==> src/rtl/game_state_eth_tx.sv <==
// RMII transmit framer: latches one kart state snapshot and sends it as an
// Ethernet II frame (preamble, header, 46-byte payload, FCS, inter-frame gap).
module game_state_eth_tx #(
    parameter logic [47:0] DEST_MAC   = 48'hFF_FF_FF_FF_FF_FF,
    parameter logic [47:0] SRC_MAC    = 48'h00_00_5E_00_FA_CE,
    parameter logic [15:0] ETHERTYPE  = 16'h88B5,
    parameter int          IFG_DIBITS = 48
) (
    input  logic        eth_clk,
    input  logic        eth_rst,
    input  logic        start,
    input  logic [10:0] player_x,
    input  logic [10:0] player_y,
    input  logic [8:0]  direction,
    input  logic [2:0]  game_stat,
    input  logic        rst_req,
    output logic        busy,
    output logic        frame_done,
    output logic        eth_txen,
    output logic [1:0]  eth_txd
);

    typedef enum logic [2:0] {
        S_IDLE,
        S_PREAMBLE,
        S_HEADER,
        S_PAYLOAD,
        S_FCS,
        S_IFG
    } state_t;

    localparam logic [31:0]  CRC_INIT = 32'hFFFF_FFFF;
    localparam logic [31:0]  CRC_POLY = 32'hEDB8_8320;
    localparam logic [111:0] HDR      = {DEST_MAC, SRC_MAC, ETHERTYPE};
    // The IDLE cycle in which the next start is accepted is the last gap cycle.
    localparam logic [7:0]   IFG_LAST = 8'(IFG_DIBITS - 2);

    state_t      state_q, state_d;
    logic [7:0]  cnt_q, cnt_d;
    logic [47:0] pay_q, pay_d;
    logic [31:0] crc_q, crc_d;
    logic        txen_q, txen_d;
    logic [1:0]  txd_q, txd_d;
    logic        busy_q, busy_d;
    logic        done_q, done_d;

    logic [7:0]  hdr_bytes [16];
    logic [7:0]  pay_bytes [8];
    logic [7:0]  sel_byte;
    logic [5:0]  byte_idx;
    logic [1:0]  dib_k;

    genvar gi;
    generate
        for (gi = 0; gi < 16; gi++) begin : g_hdr
            if (gi < 14) begin : g_used
                assign hdr_bytes[gi] = HDR[111-8*gi -: 8];
            end else begin : g_pad
                assign hdr_bytes[gi] = 8'h00;
            end
        end
        for (gi = 0; gi < 8; gi++) begin : g_pay
            if (gi < 6) begin : g_used
                assign pay_bytes[gi] = pay_q[47-8*gi -: 8];
            end else begin : g_pad
                assign pay_bytes[gi] = 8'h00;
            end
        end
    endgenerate

    function automatic logic [31:0] crc_dibit(input logic [31:0] c, input logic [1:0] d);
        logic [31:0] r;
        r = c;
        for (int i = 0; i < 2; i++) begin
            if (r[0] ^ d[i]) r = (r >> 1) ^ CRC_POLY;
            else             r = r >> 1;
        end
        return r;
    endfunction

    always_comb begin
        state_d  = state_q;
        cnt_d    = cnt_q + 8'd1;
        pay_d    = pay_q;
        crc_d    = crc_q;
        txen_d   = 1'b0;
        txd_d    = 2'b00;
        sel_byte = 8'h00;

        case (state_q)
            S_IDLE: begin
                cnt_d = 8'd0;
                if (start) begin
                    state_d = S_PREAMBLE;
                    pay_d   = {player_x, 1'b0, player_y, 1'b0, direction, 3'b000,
                               game_stat, 1'b0, rst_req, 3'b000, 4'h0};
                    crc_d   = CRC_INIT;
                end
            end
            S_PREAMBLE: if (cnt_q == 8'd31)  begin state_d = S_HEADER;  cnt_d = 8'd0; end
            S_HEADER:   if (cnt_q == 8'd55)  begin state_d = S_PAYLOAD; cnt_d = 8'd0; end
            S_PAYLOAD:  if (cnt_q == 8'd183) begin state_d = S_FCS;     cnt_d = 8'd0; end
            S_FCS:      if (cnt_q == 8'd15)  begin state_d = S_IFG;     cnt_d = 8'd0; end
            S_IFG:      if (cnt_q == IFG_LAST) begin state_d = S_IDLE;  cnt_d = 8'd0; end
            default: begin
                state_d = S_IDLE;
                cnt_d   = 8'd0;
            end
        endcase

        // Output registers are loaded with the dibit belonging to the next state.
        byte_idx = cnt_d[7:2];
        dib_k    = cnt_d[1:0];
        case (state_d)
            S_HEADER:  sel_byte = hdr_bytes[byte_idx[3:0]];
            S_PAYLOAD: sel_byte = (byte_idx < 6'd8) ? pay_bytes[byte_idx[2:0]] : 8'h00;
            default:   sel_byte = 8'h00;
        endcase

        case (state_d)
            S_PREAMBLE: begin
                txen_d = 1'b1;
                txd_d  = (cnt_d == 8'd31) ? 2'b11 : 2'b01;
            end
            S_HEADER, S_PAYLOAD: begin
                txen_d = 1'b1;
                txd_d  = {sel_byte[{dib_k, 1'b1}], sel_byte[{dib_k, 1'b0}]};
                crc_d  = crc_dibit(crc_q, txd_d);
            end
            S_FCS: begin
                txen_d = 1'b1;
                txd_d  = ~{crc_q[{cnt_d[3:0], 1'b1}], crc_q[{cnt_d[3:0], 1'b0}]};
            end
            default: begin
                txen_d = 1'b0;
                txd_d  = 2'b00;
            end
        endcase

        busy_d = (state_d != S_IDLE);
        done_d = (state_d == S_IFG) && (state_q == S_FCS);
    end

    always_ff @(posedge eth_clk) begin
        if (eth_rst) begin
            state_q <= S_IDLE;
            cnt_q   <= 8'd0;
            pay_q   <= 48'd0;
            crc_q   <= CRC_INIT;
            txen_q  <= 1'b0;
            txd_q   <= 2'b00;
            busy_q  <= 1'b0;
            done_q  <= 1'b0;
        end else begin
            state_q <= state_d;
            cnt_q   <= cnt_d;
            pay_q   <= pay_d;
            crc_q   <= crc_d;
            txen_q  <= txen_d;
            txd_q   <= txd_d;
            busy_q  <= busy_d;
            done_q  <= done_d;
        end
    end

    assign busy       = busy_q;
    assign frame_done = done_q;
    assign eth_txen   = txen_q;
    assign eth_txd    = txd_q;

endmodule

==> config.mk <==
export PLATFORM = sky130hd
export DESIGN_NAME = game_state_eth_tx
export DESIGN_NICKNAME = d
export VERILOG_FILES = /design/src/rtl/game_state_eth_tx.sv
export SDC_FILE = /design/constraint.sdc
export NUM_CORES = 1
export LEC_CHECK = 0
export BUFFER_PORTS_ARGS = -buffer_cell sky130_fd_sc_hd__buf_2
export CAP_MARGIN = 30
export CELL_PAD_IN_SITES_DETAIL_PLACEMENT = 1
export CELL_PAD_IN_SITES_GLOBAL_PLACEMENT = 1
export CORE_UTILIZATION = 44
export CTS_CLUSTER_SIZE = 8
export DETAILED_ROUTE_END_ITERATION = 10
export MAX_ROUTING_LAYER = met4
export PLACE_DENSITY_LB_ADDON = 0.1
export SYNTH_ARGS = -nofsm -noshare
export SYNTH_HDL_FRONTEND = slang
export SYNTH_SLANG_ARGS = --single-unit
==> constraint.sdc <==
create_clock -name eth_clk -period 5.67 [get_ports eth_clk]
set_input_delay 1.134 -clock eth_clk [delete_from_list [all_inputs] [get_ports eth_clk]]
set_output_delay 1.134 -clock eth_clk [all_outputs]
set_load 0.005 [all_outputs]
### Yosys cells after proc, flatten, opt, wreduce, memory -nomap -nowiden

Memories as Yosys holds them, arrays and structs flattened.
Cells that the tools add are included.

* register bits after elaboration: 83
* latch bits: 0
* RAM bits: 0
* bits in read-only memories: 128
* logic and storage cells: 86
* memories: 1

Memory list
* (no name shown): words 16, width 8, rd ports 1, clocked after memory_dff 0, wr ports 0, RTL line 115 `S_HEADER: sel_byte = hdr_bytes[byte_idx[3:0]];`

* add/subtract/negate cells: 1
* multiply operators: 0
* divide/modulo/power cells: 0
* $lt $le $gt $ge: 7
* equal/unequal tests: 16
* shift-type cells: 0
* mux-type cells: 37
* bitwise operators: 7
* reduce and logical (&&, ||, !) cells: 9

Operators with widths (count)
* $mux W32: 6
* $mux W8: 10
* $pmux W8 S5: 1
* $not A13 Y14: 2
* $bmux W8 S3: 1
* $mux W3: 6
* $pmux W3 S6: 1
* $eq A8 B5 Y1 const B: 2
* $eq A8 B6 Y1 const B: 2
* $pmux W8 S2: 1
* $eq A3 B2 Y1 const B: 4
* $eq A3 B3 Y1 const B: 4
* $lt A5 B6 Y1 const B: 2
* $add A8 B1 Y8 const B: 1
* $bmux W1 S4: 2
* $eq A8 B4 Y1 const B: 1
* $eq A8 B8 Y1 const B: 1
* $lt A3 B4 Y1 const B: 2
* $eq A3 B1 Y1 const B: 2
* $lt A6 B4 Y1 const B: 1
* $pmux W2 S3: 1
* $ge A5 B5 Y1 const B: 1
* $mux W1: 5
* $not A4 Y5: 1
* other kinds (13): 17

### Logic depth before layout (Yosys ltp)

* depth after elaboration: 17
* mapped depth: 20
* mapped depth without buffers: 17

### Worst setup path after synthesis

Ideal clock, no wire load.

* path kind: register to register
* start point: register cnt_q[0]
* end point: register crc_q[23]
* library setup time: 0.132 ns
* arrival: 4.141 ns
* slack: 1.397 ns
* stages on the path, launching flop included: 20
* clock period less this slack: 4.273 ns
* path through: dfxtp_1 ha_1 nand3_2 o41ai_2 and3_1 buf_4 a21boi_2 buf_2 buf_1 ha_1 nor3_1 a31oi_1 a21oi_1 a211oi_2 a221oi_2 o21ai_1 a211o_1 buf_6 a2111oi_1 nor3_1

* longest elaborated chain between the ends: 17

Ends and longest elaborated chain
* start, declared: RTL line 39 `logic [7:0] cnt_q, cnt_d;`
* start signal, assigned: RTL line 156 `cnt_q <= cnt_d;`
* $add A8 B1 Y8, or another cell as far along: RTL line 83 `cnt_d = cnt_q + 8'd1;`
* $mux W8 (on tied branches)
* $pmux W8 S5 (*): RTL line 90 `case (state_q)`
* net cnt_d[3]: RTL line 39
* branches (longest 5 deep; another with $mem_v2 Z16 W8)
* $pmux W8 S2 (*): RTL line 114 `case (state_d)`
* $bmux W1 S2: RTL line 127 `txd_d = {sel_byte[{dib_k, 1'b1}], sel_byte[{dib_k, 1'b0}]};`
* $mux W1 (not written as such): RTL line 127
* $xor A1 B1 Y1: RTL line 75 `if (r[0] ^ d[i]) r = (r >> 1) ^ CRC_POLY;`
* $mux W32: RTL line 75
* $mux W32: RTL line 120 `case (state_d)`
* $not A13 Y14 (no source line)
* $mux W32 (*): RTL line 75
* $mux W32 (*): RTL line 120
* end signal, assigned: RTL line 158 `crc_q <= crc_d;`
* end, declared: RTL line 41 `logic [31:0] crc_q, crc_d;`

Mark *: on every way through the listed nets, which the timed path passes. The select of a mux whose other input is x is not followed.
A chain may end at the register's enable or synchronous reset.

### Worst setup path after layout

* start point: register cnt_q[0]
* end point: register crc_q[8]

* longest elaborated chain between the ends: 17

Ends and longest elaborated chain
* branches (longest 17 deep; another with $add A8 B1 Y8)

Several ways; the timed one is not identified. The select of a mux whose other input is x is not followed.

==> key figures <==
Setup path
  – Buffers and inverters on the worst path: 1
  – CP top delay family: compound AO/OA/AOI/OAI gates
  – Startpoint Class: register
  – R2R cell count: 16
  – Worst-path maximum fanout: 13
  – Worst Path Class, Setup: reg2reg
  – Levels on crit path: 16
  – CP required: 5960 ps
  – Critical path's largest stage delay: 730 ps
  – Critical Path End Type: register
  – Critical-path cell list: ha_1 -> nand3_2 -> nor4_2 -> o32ai_2 -> o31ai_4 -> inv_2 -> ha_1 -> nor3_1 -> a31oi_1 -> a21oi_1 -> nor2_1 -> a22oi_1 -> a21oi_1 -> o211ai_1 -> a2111oi_0 -> nor3_1
  – Crit path DAT: 5490 ps
  – Slowest CP cell: o211ai_1

Detailed routing
  – Metal-1 WL: 7156 µm
  – First-pass DRT Iterations: 6
  – Post-Route WL: approximately 15000 µm
  – DRT iter0 DRCs: a little over 300
  – Top sig layer: met4
  – Metal3 WL: between 500 and 600 µm
  – Via count: between 4000 and 5000
  – Final antenna-violating net count: 0
  – DR vias/cell: between 6 and 7
  – Wire per inst: between 15 and 20 µm
  – WL met2: just over 7000 µm
  – DRC: 0

Final layout
  – Antenna diodes: 0
  – Synth-to-Final Area Change: 8.978%
  – Post-layout nets: 702
  – Fin cells: 800
  – Fraction of layout cells with a size suffix above 1: approximately 15%

Synthesis
  – Mapped Cells: ~650
  – Synth warnings: 0
  – Synth Register Bits: 83
  – Most instantiated cells after synthesis: nand2_1, dfxtp_1, nor3_1, a21oi_1, o21ai_0
  – Post-synthesis sequential area ratio: 33.77%
  – Syn Nets: 690
  – Top-count cell post-synth: nand2_1
  – Top-area cell type share of the netlist area: 33.77%
  – Netlist Area Pre-Place: just under 0.005 mm²
  – Biggest area consumer among synthesized cells: dfxtp_1
  – Synth area leaders: dfxtp_1, nand2_1, nor3_1, a21oi_1, o21ai_0
  – Post-Syn Area per Cell: 7.627 µm²
  – Ys async rst share: 0%
  – EDFF count, synth: 0
  – Post-synth cell types: just over 70
  – Primary FF master, synth: dfxtp_1

Clocking
  – Cts repair resizes: 0
  – Post-CTS setup buffers: 0
  – Hold buffers post-CTS: 0
  – Clk sinks: 83
  – # H-tree levels: 3
  – CTS tree: yes
  – CTS buffer count: 9
  – Clock latency on the worst-skew pair: 370 ps
  – Clk buf depth: 2
  – CTS clk-pin slew, worst paths: around 90 ps
  – CTS root buf: clkbuf_8

STA
  – Worst-Margin Slew: 960.5 ps
  – Final count of hold timing violations: 0
  – RSZ-0062 raised after global routing: no
  – Final setup vio count: 0
  – Tcrit/Tclk final: ~90%
  – Slew Viols, Final: 0
  – Slew headroom: between 30% and 40%
  – Setup TNS: 0 ps
  – Clk_skew: 12.30 ps
  – Minimum period implied by the final worst setup slack: just over 5000 ps
  – Fmax: 192.5 MHz

Floorplan
  – Core ar.: ~0.011 mm²
  – Rows: 38
  – I/O Pins: 43
  – Die Area: roughly 0.012 mm²
  – Initial Utilization: between 40% and 50%
  – Die height: roughly 110 µm
  – Die X: 107.7 µm

Run
  – Max-capacitance violation count: 0

Global routing
  – Vias in the first global route: between 4000 and 5000
  – GRT Total Usage: roughly 29%
  – Initial antenna violation count: 0
  – Largest net degree at the start of global routing: 69
  – Gr ovfl total: 0
  – Global-route wire length before repair: between 20000 and 30000 µm

Placed design
  – DP Cell Count: 786
  – Dpl hpwl: about 11000 µm
  – Port Buffer Count: 42
  – Placer Congestion: between 0.9 and 1

Power and ir drop
  – Peak VDD IR: approximately 0.00015 V
  – Pleak: 0.001981 µW
  – Power Density: between 200 and 250 mW/mm²

Worst hold path
  – Hold WC Path Type: reg2reg
  – Hold Path Stages: 2

Status
  – Status: complete, no violations
## sequential cells by signal (all words and copies together) (netlist names)
| name | flops |
|---|---|
| eth_txd | 2 |
| pay_q | 35 |
| busy | 1 |
| cnt_q | 8 |
| frame_done | 1 |
| state_q | 3 |
| crc_q | 32 |
| eth_txen | 1 |
## cells by family after synthesis
group | share of synthesized area, %
DFF | 33.77
and+or+nand+nor | 27.47
AOI/OAI and AO/OA | 26.96
xor gates and xnor gates | 2.314
muxes | 1.424
buffers and inverters | 6.282
adders and majority gates | 1.780
## layout by cell type (no fill, tap or decap), types with 3 or more instances in the layout
cell,count
and2_1,5
a2111oi_1,3
mux2i_1,7
a21oi_1,50
and3_1,16
a31oi_1,8
inv_2,3
ha_1,7
buf_2,42
o21ai_0,43
a311oi_1,6
a2111oi_0,3
nor3_1,55
clkbuf_8,11
nor4_1,8
a211oi_1,9
o21ai_1,3
nand2b_1,3
or3_1,3
nor2b_1,3
a21o_1,4
dfxtp_1,83
a221oi_1,4
o31ai_1,5
nand2_1,113
buf_4,12
inv_1,12
nor2_1,33
o21a_1,3
nor3b_1,7
xor2_1,10
nand3_1,15
o211ai_1,16
xnor2_1,3
## final timing paths
| kind | startpoint | endpoint | slack, ps |
|---|---|---|---|
| min reg2reg | pay_q[34] | pay_q[34] | 460 |
| min | pay_q[34] | pay_q[34] | 460 |
| max reg2reg | cnt_q[0] | crc_q[8] | 480 |
| max | cnt_q[0] | crc_q[8] | 480 |
## per-stage QoR
stage | power [µW] | setup slack, ps | hold WS [ps] | cell area [µm²] | util (%)
6_report | 1238 | 475.1 | 463.2 | 5361 | 49.24
5_1_grt | 1291 | 74.19 | 487.9 | 5361 | 49.24
4_1_cts | 1248 | 566.6 | 467.4 | 5361 | 49.24
3_5_place_dp | 773.2 | 665.2 | 456.4 | 5146 | 47.27
3_3_place_gp | 770.6 | 998.9 | 444.6 | 5146 | 47.27
2_1_floorplan | 720.1 | 1397 | 431.9 | 4920 | -
## power by group
part | switching, µW | total, µW | leakage, µW | internal (µW)
logic | 95.9 | 145 | 0.00120 | 49.2
registers | 13.5 | 615 | 0.000677 | 601
clock network | 210 | 478 | 0.000109 | 268
## area by class of cell
cell class	instances	area, µm²
inverters	15	56.30
multi-input cells	494	2953
fillers	1386	5527
clock buffers	12	155.1
flip-flops and latches	83	1662
well taps	140	175.2
clock inverters	2	60.06
repair buffers	54	300.3
## worst min-delay path, cell delays in order (launching register included)
cell	delay, ps
dfxtp_1	310
nand2_1	50
a21oi_1	50
## metal layers
layer	track usage, %	up-vias
met4	13.70	0
met3	3.935	40
li1	-	2355
met2	44.83	119
met5	-	-
met1	37.01	2387
Power figures use the tool's default switching activity.
